## src/rtl/param_entry.sv

```systemverilog
// Pushbutton entry for the freq/seq/addr display fields.
// Per-key sync and debounce, field select, inc/dec with wrap and auto-repeat.
module param_entry #(
    parameter int DEBOUNCE_CYCLES = 500000,
    parameter int HOLD_CYCLES     = 25000000,
    parameter int REPEAT_CYCLES   = 5000000,
    parameter int FREQ_MAX        = 99,
    parameter int SEQ_MAX         = 99,
    parameter int ADDR_MAX        = 127
) (
    input  logic       CLOCK_50,
    input  logic       reset,
    input  logic       KEY1,
    input  logic       KEY2,
    input  logic       KEY3,
    output logic [6:0] freq_num,
    output logic [6:0] seq_num,
    output logic [6:0] rom_addr,
    output logic [1:0] sel,
    output logic       upd
);

    localparam int DW = $clog2(DEBOUNCE_CYCLES + 1);
    localparam int HM = (HOLD_CYCLES > REPEAT_CYCLES) ? HOLD_CYCLES : REPEAT_CYCLES;
    localparam int HW = $clog2(HM + 1);

    logic [2:0]    raw;
    logic [2:0]    s1_q, s1_d, s2_q, s2_d, db_q, db_d;
    logic [DW-1:0] cnt_q [3];
    logic [DW-1:0] cnt_d [3];
    logic [HW-1:0] hold_q, hold_d;
    logic          rep_q, rep_d;
    logic          inc_q, inc_d, dec_q, dec_d;
    logic          k3p_q, k3p_d;
    logic [1:0]    sel_q, sel_d;
    logic [6:0]    freq_q, freq_d, seq_q, seq_d, addr_q, addr_d;
    logic          upd_q, upd_d;
    logic          step, up;

    // Bit 0 = dec, bit 1 = inc, bit 2 = select; all active-low.
    assign raw = {KEY3, KEY2, KEY1};

    function automatic logic [6:0] bump(input logic [6:0] v,
                                        input logic [6:0] mx,
                                        input logic       inc);
        if (inc)
            return (v == mx) ? 7'd0 : v + 7'd1;
        return (v == 7'd0) ? mx : v - 7'd1;
    endfunction

    always_comb begin
        s1_d = raw;
        s2_d = s1_q;
        db_d = db_q;
        for (int i = 0; i < 3; i++) begin
            cnt_d[i] = '0;
            if (s2_q[i] != db_q[i]) begin
                if (cnt_q[i] == DW'(DEBOUNCE_CYCLES - 1))
                    db_d[i] = s2_q[i];
                else
                    cnt_d[i] = cnt_q[i] + 1'b1;
            end
        end
    end

    // A key counts as "solo" only while the other step key is released,
    // so a both-pressed interval restarts the press/hold sequence.
    always_comb begin
        inc_d  = ~db_q[1] & db_q[0];
        dec_d  = ~db_q[0] & db_q[1];
        up     = inc_d;
        step   = 1'b0;
        hold_d = '0;
        rep_d  = 1'b0;
        if ((inc_d & ~inc_q) | (dec_d & ~dec_q)) begin
            step = 1'b1;
        end else if (inc_d | dec_d) begin
            rep_d = rep_q;
            if (hold_q == (rep_q ? HW'(REPEAT_CYCLES - 1) : HW'(HOLD_CYCLES - 1))) begin
                step  = 1'b1;
                rep_d = 1'b1;
            end else begin
                hold_d = hold_q + 1'b1;
            end
        end

        freq_d = freq_q;
        seq_d  = seq_q;
        addr_d = addr_q;
        if (step) begin
            case (sel_q)
                2'd0:    freq_d = bump(freq_q, 7'(FREQ_MAX), up);
                2'd1:    seq_d  = bump(seq_q, 7'(SEQ_MAX), up);
                2'd2:    addr_d = bump(addr_q, 7'(ADDR_MAX), up);
                default: ;
            endcase
        end
        upd_d = (freq_d != freq_q) | (seq_d != seq_q) | (addr_d != addr_q);

        k3p_d = db_q[2];
        sel_d = sel_q;
        if (!db_q[2] && k3p_q)
            sel_d = (sel_q == 2'd2) ? 2'd0 : sel_q + 2'd1;
    end

    always_ff @(posedge CLOCK_50) begin
        if (reset) begin
            s1_q   <= '1;
            s2_q   <= '1;
            db_q   <= '1;
            for (int i = 0; i < 3; i++)
                cnt_q[i] <= '0;
            hold_q <= '0;
            rep_q  <= 1'b0;
            inc_q  <= 1'b0;
            dec_q  <= 1'b0;
            k3p_q  <= 1'b1;
            sel_q  <= 2'd0;
            freq_q <= 7'd0;
            seq_q  <= 7'd0;
            addr_q <= 7'd0;
            upd_q  <= 1'b0;
        end else begin
            s1_q   <= s1_d;
            s2_q   <= s2_d;
            db_q   <= db_d;
            for (int i = 0; i < 3; i++)
                cnt_q[i] <= cnt_d[i];
            hold_q <= hold_d;
            rep_q  <= rep_d;
            inc_q  <= inc_d;
            dec_q  <= dec_d;
            k3p_q  <= k3p_d;
            sel_q  <= sel_d;
            freq_q <= freq_d;
            seq_q  <= seq_d;
            addr_q <= addr_d;
            upd_q  <= upd_d;
        end
    end

    assign freq_num = freq_q;
    assign seq_num  = seq_q;
    assign rom_addr = addr_q;
    assign sel      = sel_q;
    assign upd      = upd_q;

endmodule
```

## config.mk

```make
export PLATFORM = sky130hd
export DESIGN_NAME = param_entry
export DESIGN_NICKNAME = d
export VERILOG_FILES = /design/src/rtl/param_entry.sv
export SDC_FILE = /design/constraint.sdc
export NUM_CORES = 1
export LEC_CHECK = 0
export CORE_UTILIZATION = 57
export CTS_BUF_LIST = sky130_fd_sc_hd__clkbuf_8
export DETAILED_ROUTE_END_ITERATION = 16
export PLACE_DENSITY = 0.79
export SYNTH_ARGS = -nofsm -noshare
export SYNTH_HDL_FRONTEND = slang
export SYNTH_SLANG_ARGS = --single-unit
```

## constraint.sdc

```tcl
create_clock -name CLOCK_50 -period 2.45 [get_ports CLOCK_50]
set_input_delay 0.735 -clock CLOCK_50 [delete_from_list [all_inputs] [get_ports CLOCK_50]]
set_output_delay 0.735 -clock CLOCK_50 [all_outputs]
set_load 0.01 [all_outputs]
```

Word-level counts from Yosys, hierarchy flattened --
Memories as Yosys holds them, arrays and structs flattened. Index checks and enable logic that the tools add are counted.
Word-level totals: register bits after elaboration 62, bits in writable memories 57, input port bits 5, output and inout port bits 24, memories 1
Memories:
- cnt_q | words 3, bits a word 19, rd ports 3, clocked after Yosys merged registers in 0, wr ports 3, RTL line 29 | logic [DW-1:0] cnt_q [3];
Cells by class: add/sub/neg operators 11, equality and inequality tests 15, multiplexer cells 42, bitwise operators 16, reduce and logical (&&, ||, !) cells 11
Operators by type and width (count):
- 19-bit two-way mux | 9
- 7-bit two-way mux | 18
- 19-bit by 1-bit adder with 19-bit output, second input constant | 3
- 19-bit == test, second input constant | 3
- 25-bit by 1-bit adder with 25-bit output, second input constant | 1
- 25-bit == test | 1
- 25-bit two-way mux | 1
- 7-bit by 1-bit adder with 7-bit output, second input constant | 3
- 7-bit == test, second input constant | 3
- 7-bit logical NOT | 3
- 7-bit != test | 3
- 7-bit by 1-bit subtractor with 7-bit output, second input constant | 3
- 1-bit two-way mux | 13
- 1-bit bitwise OR | 7
- 2-bit AND reduction | 3
- 1-bit inverter | 5
- 1-bit AND | 4
- 4-bit OR reduction | 1
- 1-bit != test | 3
- 3-bit OR reduction | 1
- 2-bit by 1-bit adder with 2-bit output, second input constant | 1
- 2-bit by 1-bit == test with 1-bit output, second input constant | 1
- 2-bit == test, second input constant | 1
- 2-bit logical NOT | 1
- other kinds (3) | 3

Longest topological paths before layout --
depth after elaboration 12, mapped depth 10, gate-level depth less buffers 9

Least setup slack after synthesis --
OpenSTA, ideal clock, no wires.
path kind reg2reg, start point register seq_q[0] (netlist: seq_num[0]), end point register upd_q (netlist: upd), library setup time 0.137 ns, data arrival time 2.198 ns, data required time 2.313 ns, setup slack 0.114 ns, stages on the path, launching flop included 11, clock period less this slack 2.336 ns, path through dfxtp_1 > clkbuf_1 > inv_1 > ha_1 > nor3b_1 > a2bb2oi_1 > nor3_1 > a31oi_1 > or3_1 > o31ai_1 > a31oi_1
On the way: cells in the longest elaborated chain, start to end 9, elaborated cells between the ends (all ways) 13, classes of those cells 2 x add/sub; 2 x eq/ne; 6 x mux; 2 x bitwise; 1 x reduce/logical
Ends and longest elaborated chain:
- from (decl) | RTL line 36 | logic [6:0] freq_q, freq_d, seq_q, seq_d, addr_q, addr_d;
- from (signal assigned) | RTL line 136 | seq_q <= seq_d;
- 7-bit by 1-bit adder with 7-bit output / 7-bit == test (equally long branches) | RTL line 47 | return (v == mx) ? 7'd0 : v + 7'd1;
- 7-bit two-way mux | RTL line 47
- 7-bit two-way mux | RTL line 46 | if (inc)
- 7-bit two-way mux | RTL line 48 | return (v == 7'd0) ? mx : v - 7'd1;
- 7-bit two-way mux | RTL line 91 | case (sel_q)
- 7-bit two-way mux | RTL line 90 | if (step) begin
- 7-bit != test * | RTL line 98 | upd_d = (freq_d != freq_q) | (seq_d != seq_q) | (addr_d != addr_q);
- 1-bit bitwise OR * (2 in series) | RTL line 98
- to (signal assigned) | RTL line 138 | upd_q <= upd_d;
- to (decl) | RTL line 37 | logic upd_q, upd_d;
Mark *: on every way between the ends. The rest lies on a longest branch, timed or not. The select of a mux whose other input is x is not followed. A chain may end at the register's enable or synchronous reset.

Worst setup path in the final report --
start point register hold_q[16], end point register addr_q[6] (netlist: rom_addr[6])
On the way: cells in the longest elaborated chain, start to end 5
Ends and longest elaborated chain:
- from (decl) | RTL line 31 | logic [HW-1:0] hold_q, hold_d;
- from (signal assigned) | RTL line 129 | hold_q <= hold_d;
- 25-bit == test | RTL line 79 | if (hold_q == (rep_q ? HW'(REPEAT_CYCLES - 1) : HW'(HOLD_CYCLES - 1))) begin
- 1-bit two-way mux | RTL line 79
- 1-bit two-way mux | RTL line 77 | end else if (inc_d | dec_d) begin
- 1-bit two-way mux | RTL line 75 | if ((inc_d & ~inc_q) | (dec_d & ~dec_q)) begin
- 7-bit two-way mux | RTL line 90
- to (signal assigned) | RTL line 137 | addr_q <= addr_d;
- to (decl) | RTL line 36
Every way passes these cells.

==> metrics.txt <==
worst hold slack 0.412 ns; Synth area leaders dfxtp_1, nor2_1, xor2_1; Switching Fraction 21.2%; Async SR Flop Fraction 0%; Seq cells post-synth 119; antenna violations before repair 0; vias per cell 5.78; vias in the first global route 5,299; Syn Area/Cell 8.06 um2; Comb pwr share 2.2%; total clock sinks 119; first-pass GRT wire length 23.0 mm; CTS tree yes; internal power contribution 3.02 mW; Post-DP HPWL 9.11 mm; H-tree depth 4; Lkg Pwr 2.43 nW; Max rail drop VDD 0.389 mV; Final Hold Viols 0; clock share of power 46.9%; met3 Resource Use GR 5.38%; Yosys cell types 61; Tightest Pin Transition 0.641 ns; syn_nets 783; RD Place Congestion 0.947; post-route cell area 7120 um2; most instantiated cells after synthesis nor2_1, dfxtp_1, nand2_1; R2R Path Start hold_q[16]$_SDFF_PP0_; Total GRT Usage 25.1%; die width 106 um; share of cells above drive strength 1 10.9%; FF-to-FF path depth 8; Die Area 11,200 um2; Hold Path Depth 1; CP arrival 2.76 ns; Vias 5,523; Detail Route Antenna Nets 0; core area 10,400 um2; Initial DRC Count 291; status finished clean; DP Worst Slack 0.0967 ns; Max Cap Viol 0; Initial Util 59.1%; Net Switching 809 uW; element type at the critical path start register; Post-Place Cell Area 6700 um2; Die Height 106 um; cell count after placement 923; Post-synth EDFFs 0; Synth Warn # 0; fin cells 955; Rel. slew slack 57.3%; main flop type after synthesis dfxtp_1; GR peak layer met2; Area Growth Syn to Fin 15.8%; reg-to-reg endpoint rom_addr[6]$_SDFF_PP0_; R2R Setup Slk 0.05 ns; Buffers on Ports 28; CTS root buf clkbuf_8; First-pass DRT Iterations 6; fillers 814; most common cell in the netlist nor2_1; I/O pin cnt 29; largest net degree at the start of global routing 37; post-synthesis cell count 763; Synth area leader dfxtp_1; Hold Startpoint s1_q[0]$_SDFF_PP1_; CTS buffer count 17; Final period util 97.9%; n_diodes 0; # DRC 0; Seq/Total Area, Yosys 38.7%; Register Area 2380 um2; worst min path class reg2reg; RSZ-0062 raised after global routing true; met1 usage 30.5%; Layout Nets 827; min Tclk post-route 2.40 ns; Seq pwr share 50.9%; post-synth top area share 38.7%; max-slew violations 0; CP endpoint kind register; Critical Path RT 2.81 ns; met2 usage 43.1%; Clock Skew 0.0123 ns; Worst Hold End s2_q[0]$_SDFF_PP1_; DR WL/cell 14.0 um; CP Class reg2reg; final wirelength 13.4 mm; Worst-path clk slew 0.07 ns; CP max FO 13; gr ovfl total 0; post-route setup slack 0.0522 ns; num rows 37; Netlist Area Pre-Place 6150 um2; Power per Cell Area 537 nW/um2; Hold-fix buffers, CTS 0; Finish-stage setup viols 0; clock buffer depth 2; footprint of the multi-input gates 3490 um2; worst-skew pair later-pin latency 0.43 ns; FMAX 417 MHz
## layout make-up
cell class                 instances  share of cell area (%)
sequential                       119                    33.5
multi-input combinational        575                    49.1
clock buffer                      19                    3.67
tap                              136                    2.39
timing repair buffer              64                    7.90
inverter                          30                    1.58
clock inverter                    12                    1.93
## logic make-up (layout without fill, tap and decap cells)
| family | after synthesis | after routing | share of synthesized area (%) |
|---|---|---|---|
| mux | 10 | 10 | 1.63 |
| fa+ha+maj | 15 | 15 | 3.05 |
| compound gates | 112 | 112 | 12.7 |
| xor+xnor | 83 | 83 | 11.8 |
| buf+inv | 69 | 125 | 4.74 |
| flops | 119 | 119 | 38.7 |
| simple gates | 355 | 355 | 27.4 |
## cell usage in the layout, fill, tap and decap left out, types with 4 or more instances in the layout
master / n
nor2_1: 145
dfxtp_1: 118
nand2_1: 60
nand3_1: 45
xor2_1: 45
xnor2_1: 38
buf_4: 35
inv_1: 34
a21oi_1: 29
clkdlybuf4s50_1: 28
o21ai_0: 21
clkbuf_8: 19
nand4_1: 17
and3_1: 17
nor3_1: 16
ha_1: 15
or3_1: 11
nor4_1: 10
or2_2: 10
a31oi_1: 10
mux2i_1: 10
o21a_1: 5
a211oi_1: 4
a311oi_1: 4
o211ai_1: 4
## power groups by stage
stage	Clock [mW]	Combinational, mW	Sequential, mW
2_1_floorplan	0	0.0550	1.99
3_3_place_gp	0	0.0835	1.99
3_5_place_dp	0	0.0859	1.99
4_1_cts	1.83	0.0861	1.95
5_1_grt	1.94	0.0953	1.95
6_report	1.79	0.0859	1.95
## metrics by stage
stage          total power, mW  utilization (%)  TNS, ns
4_1_cts                   3.86             68.1        0
2_1_floorplan             2.04                -        0
3_3_place_gp              2.07             64.3        0
6_report                  3.83             68.4        0
5_1_grt                   3.98             68.4   -0.134
3_5_place_dp              2.08             64.3        0
## what timing repair did
| action | in CTS | in global routing |
|---|---|---|
| setup endpoints to repair | 0 | 18 |
| setup buffers | 0 | 1 |
| endpoints found under the hold margin | 0 | 0 |
| gates resized for setup | 0 | 6 |
## worst max-delay path by stage
| stage | startpoint | endpoint | slack (ns) |
|---|---|---|---|
| 2_1_floorplan | seq_num[0]$_SDFF_PP0_ | upd$_SDFF_PP0_ | 0.11 |
| 3_3_place_gp | freq_num[0]$_SDFF_PP0_ | upd$_SDFF_PP0_ | 0.11 |
| 3_5_place_dp | freq_num[0]$_SDFF_PP0_ | upd$_SDFF_PP0_ | 0.1 |
| 4_1_cts | hold_q[12]$_SDFF_PP0_ | rom_addr[6]$_SDFF_PP0_ | 0.04 |
| 5_1_grt | hold_q[12]$_SDFF_PP0_ | freq_num[5]$_SDFF_PP0_ | -0.03 |
| 6_report | hold_q[16]$_SDFF_PP0_ | rom_addr[6]$_SDFF_PP0_ | 0.05 |
## state kept, by name, indices dropped and copies added (netlist names)
signal and cells:
rom_addr 7, sel 2, hold_q 25, rep_q 1, dec_q 1, k3p_q 1, upd 1, s2_q 3
freq_num 7, seq_num 7, inc_q 1, cnt_q 57, s1_q 3, db_q 3
## critical path, cell delays in order (launching register included)
cell and delay, ns:
dfxtp_1 0.41, nand4_1 0.11, or4_4 0.45, a2111oi_4 0.43, buf_4 0.18, o211a_4 0.25
a21oi_2 0.09, a311oi_2 0.25, o21a_1 0.16
## per-layer routing
metal / vias to the layer above / wire length, um / part of all wire, %
met5: - / 0 / 0
met4: 0 / 255 / 1.9
met3: 30 / 782 / 5.8
met2: 196 / 6420 / 48
met1: 2563 / 5930 / 44
li1: 2734 / - / -
(Power assumes the default switching activity.)
==> RTL change: new RTL, same flow settings <==
Change the parameter `FREQ_MAX` from 99 to 64.
--- a/src/rtl/param_entry.sv
+++ b/src/rtl/param_entry.sv
@@ -4,7 +4,7 @@
     parameter int DEBOUNCE_CYCLES = 500000,
     parameter int HOLD_CYCLES     = 25000000,
     parameter int REPEAT_CYCLES   = 5000000,
-    parameter int FREQ_MAX        = 99,
+    parameter int FREQ_MAX        = 64,
     parameter int SEQ_MAX         = 99,
     parameter int ADDR_MAX        = 127
 ) (
Check against the original RTL: no difference found for any inputs over 10 cycles, from zero or initial values and one cycle with reset high; that may be too few to reach the edited logic, so the function may still have changed.
==> RTL change against the original RTL <==
- critical path type unchanged
- critical path depth decreased by 1
- final area is 1.1% lower
- sequential cell count unchanged
- via count increased by 0.74%
- critical endpoint is now rom_addr[3]$_SDFF_PP0_
- non-clock buffer count decreased by 10
- synthesized area up 0.24%
- highest routed layer unchanged
- routed wire length up 2.0%
- sequential share of layout area grew 0.39 points
- maximum frequency up 0.16%
- setup slack improved by 0.0039 ns
Power is not compared: it rests on default switching activity, and its combinational part moved more than twofold at a synthesized area within 25%.
==> RTL change: results (changes against the original RTL) <==
** Place
- The post-placement setup slack is -0.00325 ns (-0.0999 ns).
- Total instance count after detailed placement :: 910 (-1.4%)

** Global route
- The pin count of the biggest net entering global routing is 26 (-30%).
- The total routing usage reported by global routing came to 25.8% (+0.66 points).
- Fraction of met1 tracks used by global routing :: 31.3% (+0.85 points)
- The global-route track usage on met3 is 6.25% (+0.87 points).
- The global routing usage on met2 came to 43.9% (+0.79 points).

** Synth
- The multiplexer share of the synthesized area came to 0.649% (-0.98 points).
- Cell types occupying the most area after synthesis :: sky130_fd_sc_hd__dfxtp_1, sky130_fd_sc_hd__nor2_1, sky130_fd_sc_hd__xor2_1
- The complex-gate fraction of the synthesized area is 13.3% (+0.62 points).
- The sequential element share of the synthesized area came to 38.6% (-0.094 points).
- Number of standard cells after synthesis :: 760 (-0.39%)
- Post-Synth Adder-Cell Area :: 2.84% (-0.21 points)
- The fraction of synthesized cell area in xor and xnor cells came to 11.1% (-0.74 points).
- Synthesized netlist net count :: 779 (-0.51%)
- The distinct cell type count of the synthesized netlist is 72 (+18%).

** Critical path
- Cell family with the largest share of critical-path delay :: simple AND/OR/NAND/NOR gates
- Arrival time at the worst endpoint :: 2.77 ns (about the same)
- The maximum fanout along the worst path is 10 (-3).
- The length in cells of the worst reg-to-reg path is 7 (-1).
- Slowest cell on the critical path :: sky130_fd_sc_hd__or4b_4

** Cells and area
- Fill cell total of the finished layout :: 875 (+7.5%)
- The layout net count came to 813 (-1.7%).
- The non-clock inverter total of the final layout was 27 (-10%).

** STA
- Slew of the pin with the lowest slew margin :: 0.642 ns (+0.00184 ns)

** Drt
- Post-Route M1 WL :: 5.98 mm (+0.93%)
- The length of routed met3 wiring is 628 µm (-20%).
- The routed via count divided by cell count came to 5.90 (+2.0%).
- Average wire length per cell after detail routing :: 14.5 µm (+3.3%)

** Status
- The flow ran to the end, and the final reports show no timing, DRC or antenna violations.
[RTL change: changes by cell type after synthesis, sizes merged, moves of 6 or more]
cell	change
nand3	-6
xnor2	-7
and3	-6
o21a	-6
nor2b	+7
mux2i	-6
nor2	-22
[RTL change: final timing paths]
path / start / end / slack [ns]
worst max-delay path: hold_q[7]$_SDFF_PP0_ / rom_addr[3]$_SDFF_PP0_ / 0.06
worst min-delay path: s1_q[2]$_SDFF_PP1_ / s2_q[2]$_SDFF_PP1_ / 0.42
worst max register to register: hold_q[7]$_SDFF_PP0_ / rom_addr[3]$_SDFF_PP0_ / 0.06
worst min register to register: s1_q[2]$_SDFF_PP1_ / s2_q[2]$_SDFF_PP1_ / 0.42
[RTL change: what timing repair did]
item / 4_1_cts / 5_1_grt
pin swaps: 0 / 1
endpoints found under the setup margin: 4 / 6
setup buffers: 0 / 1
resized for setup: 1 / 2
[RTL change: power by group]
part           switching (mW)  internal (mW)
Combinational          0.0218         0.0140
Clock                   0.794          0.885
Sequential            0.00354           1.94
Total                   0.820           2.84
